[src/rtl/seg7_scan_if.sv]
// Upstream word channel for seg7_scan: BCD word, DP position and blanking flag
// under a valid/ready handshake.
interface seg7_scan_if #(
   parameter int DIGITS = 3
);
   logic [4*DIGITS-1:0] bcd;
   logic [3:0]          dp_pos;
   logic                blank_lz;
   logic                bcd_valid;
   logic                bcd_ready;

   modport master (output bcd, dp_pos, blank_lz, bcd_valid, input bcd_ready);
   modport slave  (input bcd, dp_pos, blank_lz, bcd_valid, output bcd_ready);
endinterface

[src/rtl/seg7_scan.sv]
// Multiplexed 7-segment scanner: one pending word, swapped into the display only at frame ends.
// Outputs are registered (1 cycle); bcd_ready drops while a word waits for the next frame boundary.
module seg7_scan #(
   parameter int DIGITS  = 3,
   parameter int CLK_DIV = 50000
) (
   input  logic              clk,
   input  logic              rst_n,
   seg7_scan_if.slave        up,
   output logic [DIGITS-1:0] an,
   output logic [6:0]        seg,
   output logic              dp
);
   localparam int DW = (CLK_DIV > 1) ? $clog2(CLK_DIV) : 1;
   localparam int IW = (DIGITS > 1) ? $clog2(DIGITS) : 1;

   logic [DW-1:0]       div_cnt;
   logic [IW-1:0]       idx;
   logic [4*DIGITS-1:0] pend_bcd, disp_bcd;
   logic [3:0]          pend_dp, disp_dp;
   logic                pend_blz, disp_blz;
   logic                pend_full;

   logic                div_wrap, frame_end, xfer;
   logic [3:0]          digit;
   logic [3:0]          dp_eff;
   logic [DIGITS-1:0]   upper_zero;
   logic                zacc;
   logic                blank;
   logic [6:0]          seg_raw;

   assign div_wrap     = (div_cnt == DW'(CLK_DIV - 1));
   assign frame_end    = div_wrap && (idx == IW'(DIGITS - 1));
   assign up.bcd_ready = ~pend_full;
   assign xfer         = up.bcd_valid && !pend_full;

   always_ff @(posedge clk) begin
      if (!rst_n) begin
         div_cnt   <= '0;
         idx       <= '0;
         pend_full <= 1'b0;
         pend_bcd  <= '0;
         pend_dp   <= '0;
         pend_blz  <= 1'b0;
         disp_bcd  <= '0;
         disp_dp   <= '0;
         disp_blz  <= 1'b0;
      end else begin
         if (div_wrap) begin
            div_cnt <= '0;
            idx     <= (idx == IW'(DIGITS - 1)) ? '0 : idx + IW'(1);
         end else begin
            div_cnt <= div_cnt + DW'(1);
         end
         // Pending full and a transfer are mutually exclusive, so a word
         // accepted on a boundary cycle waits a whole frame.
         if (frame_end && pend_full) begin
            disp_bcd  <= pend_bcd;
            disp_dp   <= pend_dp;
            disp_blz  <= pend_blz;
            pend_full <= 1'b0;
         end else if (xfer) begin
            pend_bcd  <= up.bcd;
            pend_dp   <= up.dp_pos;
            pend_blz  <= up.blank_lz;
            pend_full <= 1'b1;
         end
      end
   end

   always_comb begin
      digit      = disp_bcd[4*idx +: 4];
      dp_eff     = (disp_dp > 4'(DIGITS)) ? 4'd0 : disp_dp;
      upper_zero = '0;
      zacc       = 1'b1;
      // upper_zero[i]: digits i..DIGITS-1 are all zero
      for (int i = DIGITS - 1; i >= 0; i--) begin
         zacc          = zacc && (disp_bcd[4*i +: 4] == 4'd0);
         upper_zero[i] = zacc;
      end
      blank = disp_blz && (idx != '0) && (32'(idx) >= 32'(dp_eff)) && upper_zero[idx];
      case (digit)
         4'd0:    seg_raw = 7'b1000000;
         4'd1:    seg_raw = 7'b1111001;
         4'd2:    seg_raw = 7'b0100100;
         4'd3:    seg_raw = 7'b0110000;
         4'd4:    seg_raw = 7'b0011001;
         4'd5:    seg_raw = 7'b0010010;
         4'd6:    seg_raw = 7'b0000010;
         4'd7:    seg_raw = 7'b1111000;
         4'd8:    seg_raw = 7'b0000000;
         4'd9:    seg_raw = 7'b0010000;
         default: seg_raw = 7'b0111111;
      endcase
   end

   always_ff @(posedge clk) begin
      if (!rst_n) begin
         an  <= '1;
         seg <= 7'b1111111;
         dp  <= 1'b1;
      end else begin
         an  <= ~(DIGITS'(1) << idx);
         seg <= blank ? 7'b1111111 : seg_raw;
         dp  <= ~(32'(disp_dp) == 32'(idx) + 32'd1);
      end
   end
endmodule

[src/flat_wrapper.sv]
// flat-port wrapper written by rule: the top's interface ports become plain ports
module seg7_scan_flat 
#(
   parameter int DIGITS  = 3,
   parameter int CLK_DIV = 50000
)
  (clk, rst_n, an, seg, dp, up_bcd, up_dp_pos, up_blank_lz, up_bcd_valid, up_bcd_ready);
  seg7_scan_if #(.DIGITS(DIGITS)) up_i ();
  input  logic clk;
  input  logic rst_n;
  output logic [DIGITS-1:0] an;
  output logic [6:0] seg;
  output logic dp;
  input wire logic [$bits(up_i.bcd)-1:0] up_bcd;
  input wire logic [$bits(up_i.dp_pos)-1:0] up_dp_pos;
  input wire logic [$bits(up_i.blank_lz)-1:0] up_blank_lz;
  input wire logic [$bits(up_i.bcd_valid)-1:0] up_bcd_valid;
  output wire logic [$bits(up_i.bcd_ready)-1:0] up_bcd_ready;
  assign up_i.bcd = up_bcd;
  assign up_i.dp_pos = up_dp_pos;
  assign up_i.blank_lz = up_blank_lz;
  assign up_i.bcd_valid = up_bcd_valid;
  assign up_bcd_ready = up_i.bcd_ready;
  seg7_scan #(.DIGITS(DIGITS), .CLK_DIV(CLK_DIV)) u_core (.clk(clk), .rst_n(rst_n), .up(up_i), .an(an), .seg(seg), .dp(dp));
endmodule
[config.mk]
export PLATFORM = sky130hd
export DESIGN_NAME = seg7_scan_flat
export DESIGN_NICKNAME = d
export VERILOG_FILES = /design/src/rtl/seg7_scan_if.sv /design/src/rtl/seg7_scan.sv /design/src/flat_wrapper.sv
export SDC_FILE = /design/constraint.sdc
export NUM_CORES = 1
export LEC_CHECK = 0
export BUFFER_PORTS_ARGS = -buffer_cell sky130_fd_sc_hd__buf_4
export CAP_MARGIN = 10
export CORE_MARGIN = 4
export CORE_UTILIZATION = 56
export DETAILED_ROUTE_END_ITERATION = 12
export PLACE_DENSITY = 0.88
export SLEW_MARGIN = 15
export SYNTH_ARGS = -nofsm -noshare
export SYNTH_HDL_FRONTEND = slang
export SYNTH_SLANG_ARGS = --single-unit
[constraint.sdc]
create_clock -name clk -period 2.2 [get_ports clk]
set_input_delay 0.22 -clock clk [delete_from_list [all_inputs] [get_ports clk]]
set_output_delay 0.22 -clock clk [all_outputs]
set_load 0.05 [all_outputs]
==> qor.yml <==
run_status:
  outcome: "finished clean"
grt:
  antenna_found_initial: 0
  grt_pass1_vias: 2268
  overflow: 0
  grt_max_degree: 51
  grt_pass1_wl_um: 10090
  grt_usage_pct: 20.00
final_layout:
  antenna_cells: 0
  layout_commonest_cell: "dfxtp_1"
  drive_gt1_share_pct: 14.33
  area_growth_pct: 15.80
  final_cell_mix: "dfxtp_1 (64), nand2_1 (51), buf_4 (37)"
  fin_nets: 392
  n_fill_cell: 403
placed_design:
  numPortBuffers: 31
  gp_routability_congestion: 0.8944
  hpwlAfterDp_um: 4012
power:
  p_sw_share_pct: 22.73
  seq_power_share_pct: 51.9
  clkPwrFrac_pct: 42.3
  p_total_mw: 2.323
  intPower_mw: 1.795
  power.density_mw_per_mm2: 690.1
  p_switching_uw: 527.9
  pwr-share-comb_pct: 5.8
  vdd_drop_max_mv: 0.4283
  p_leak_nw: 1.256
floorplanning:
  core_region_area_mm2: 0.004880
  start_util_pct: 59.56
  die_w_um: 80.05
  ioPinCount: 32
  die_area_mm2: 0.006407
  fp-row-count: 25
  die_y_um: 80.05
synthesis:
  synthArstFlopShare_pct: 0
  ys_ff_latch: 64
  ys_seq_area_share_pct: 44.08
  ys_warn_count: 0
  synth_edf_count: 0
  syn_avg_cell_area_um2: 8.781
  netlist_area_mm2: 0.002907
  postSynthCellCount: 331
  synth.area.top_cells: "dfxtp_1 (44%), a21boi_0 (8.3%), nand2_1 (6.6%)"
  yosysTopAreaCellShare_pct: 44.08
  synthFlopType: "dfxtp_1"
  yosysUniqueCellTypes: 41
  syn_nets: 364
  yosys.area.top_type: "dfxtp_1"
clocking:
  hold_buffers: 0
  h-tree-depth: 3
  cts_sinks: 64
  cts_tree: "done"
  cts_root_buffer: "clkbuf_8"
  clock_latency_ns: 0.34
  postCtsSetupBuffers: 0
  ctsResizeCount: 0
  numCtsBuffers: 9
  cts.path.max_buffers: 2
  clk_pin_slew_ns: 0.07
setup_path:
  cp_max_fo: 10
  ff2ff_path_depth: 6
  required_ns: 2.40
  setup.worst_path.start: "u_core.idx[0]"
  r2r_end: "u_core.seg[5]"
  r2r-start: "u_core.idx[0]"
  cp-end-kind: "flip-flop"
  crit_type: "flip-flop to flip-flop"
  worst_setup_path_start_kind: "flip-flop"
  rrSetupSlack_ns: 0.21
  arrival_ns: 2.19
  critPathCapture: "u_core.seg[5]"
sta:
  rsz0062_at_grt: "false"
  setup_viol: 0
  period_share_pct: 90.62
  worst_pin_slew_ns: 0.5602
  maxSlewHeadroom_pct: 62.65
  tns_ns: 0
  report.final.slew_viol_count: 0
  fin_skew_ns: 0.007713
  period_minus_slack_ns: 1.994
  hold_ws_ns: 0.1351
  fmax_mhz: 501.6
  final_hold_viol_count: 0
detailed_routing:
  drt_iter0_drc: 156
  drt_pass1_iterations: 4
  route.detailed.drc: 0
  post_drt_via_cell_ratio: 5.635
  vias: 2423
  routedWlPerCell_um: 13.56
  detail-route-antenna-nets: 0
  drt-total-wl_um: 5830
run:
  cap_violations: 0
hold_path:
  hp-class: "primary input to flip-flop"
registers in the layout, indices dropped and copies added, names as in the netlist:
name,cells
u_core.pend_dp,4
u_core.seg,7
u_core.idx,2
u_core.div_cnt,16
u_core.disp_dp,4
u_core.disp_blz,1
u_core.disp_bcd,12
u_core.an,3
u_core.dp,1
u_core.pend_blz,1
u_core.pend_bcd,12
u_core.pend_full,1
power groups by stage:
stage / registers (mW) / logic [mW] / clock network [mW]
detailed placement: 1.23 / 0.137 / 0
global route: 1.21 / 0.149 / 1.04
finish: 1.21 / 0.135 / 0.982
global placement: 1.23 / 0.134 / 0
CTS: 1.21 / 0.137 / 0.995
floorplan: 1.25 / 0.0630 / 0
routing by layer:
layer  share of wire, %  routed length (µm)  up-vias  global-route usage (%)
li1                   -                   -     1223                       -
met1                 47                2751     1119                   25.52
met2                 46                2678       65                   30.63
met3                4.2                 246       16                   3.725
met4                2.6                 153        0                   13.01
met5                  0                   0        -                       0
how the worst min path moves through the flow:
stage / start / to / cells after the start
5_1_grt: up_bcd[3] / u_core.pend_bcd[3] / 3
2_1_floorplan: up_bcd[0] / u_core.pend_bcd[0] / 2
3_3_place_gp: u_core.div_cnt[0] / u_core.div_cnt[0] / 1
6_report: up_dp_pos[0] / u_core.pend_dp[0] / 3
4_1_cts: up_bcd[4] / u_core.pend_bcd[4] / 3
3_5_place_dp: u_core.div_cnt[0] / u_core.div_cnt[0] / 1
synthesized netlist by cell type, drive strengths merged, types with 2 or more instances:
library cell and count:
and2 2, xnor2 7, a2bb2oi 2, ha 13, nand4 6, nor2 15
clkbuf 14, nand3 24, xor2 7, buf 6, a21oi 7, inv 6
o21ai 22, a21boi 36, nor3b 2, nor2b 2, nor4 7, and3 7
o211ai 3, dfxtp 64, o2bb2ai 2, mux2i 5, and4 2, or3 2
o311ai 4, nor3 4, nand2 51
cells by family (layout without fill, tap and decap cells):
| logic type | count (synthesis) | in the layout | share of synthesized area [%] |
|---|---|---|---|
| and+or+nand+nor | 130 | 130 | 22.00 |
| muxes | 5 | 5 | 1.722 |
| DFF | 64 | 64 | 44.08 |
| xor gates and xnor gates | 14 | 14 | 4.219 |
| buffers and inverters | 26 | 58 | 3.874 |
| adders and majority gates | 13 | 13 | 5.596 |
| AOI/OAI and AO/OA | 79 | 79 | 18.51 |
final cells by class:
class / count / area [µm²] / share of cell area (%)
Timing Repair Buffer: 37 / 277.8 / 8.253
Inverter: 6 / 22.52 / 0.6691
Clock inverter: 3 / 42.54 / 1.264
Sequential cell: 64 / 1281 / 38.07
Multi-Input combinational cell: 241 / 1513 / 44.94
Clock buffer: 12 / 145.1 / 4.312
Tap cell: 67 / 83.83 / 2.491
through the flow:
step                util (%)  cell area (µm²)  std cells  setup WS (ns)
global route           68.97             3366        430        0.07647
detailed placement     65.13             3178        415         0.2527
finish                 68.97             3366        430         0.2065
floorplan                  -             2907        331         0.2480
CTS                    68.97             3366        430         0.2431
global placement       65.13             3178        415         0.3896
critical path, cell delays in order, from the launching register on:
cell and delay, ns:
dfxtp_1 0.55, mux2i_1 0.25, a2bb2oi_1 0.23, inv_1 0.11, ha_1 0.24, nor4_1 0.34, o311ai_1 0.14
Power figures use the tool's default switching activity.
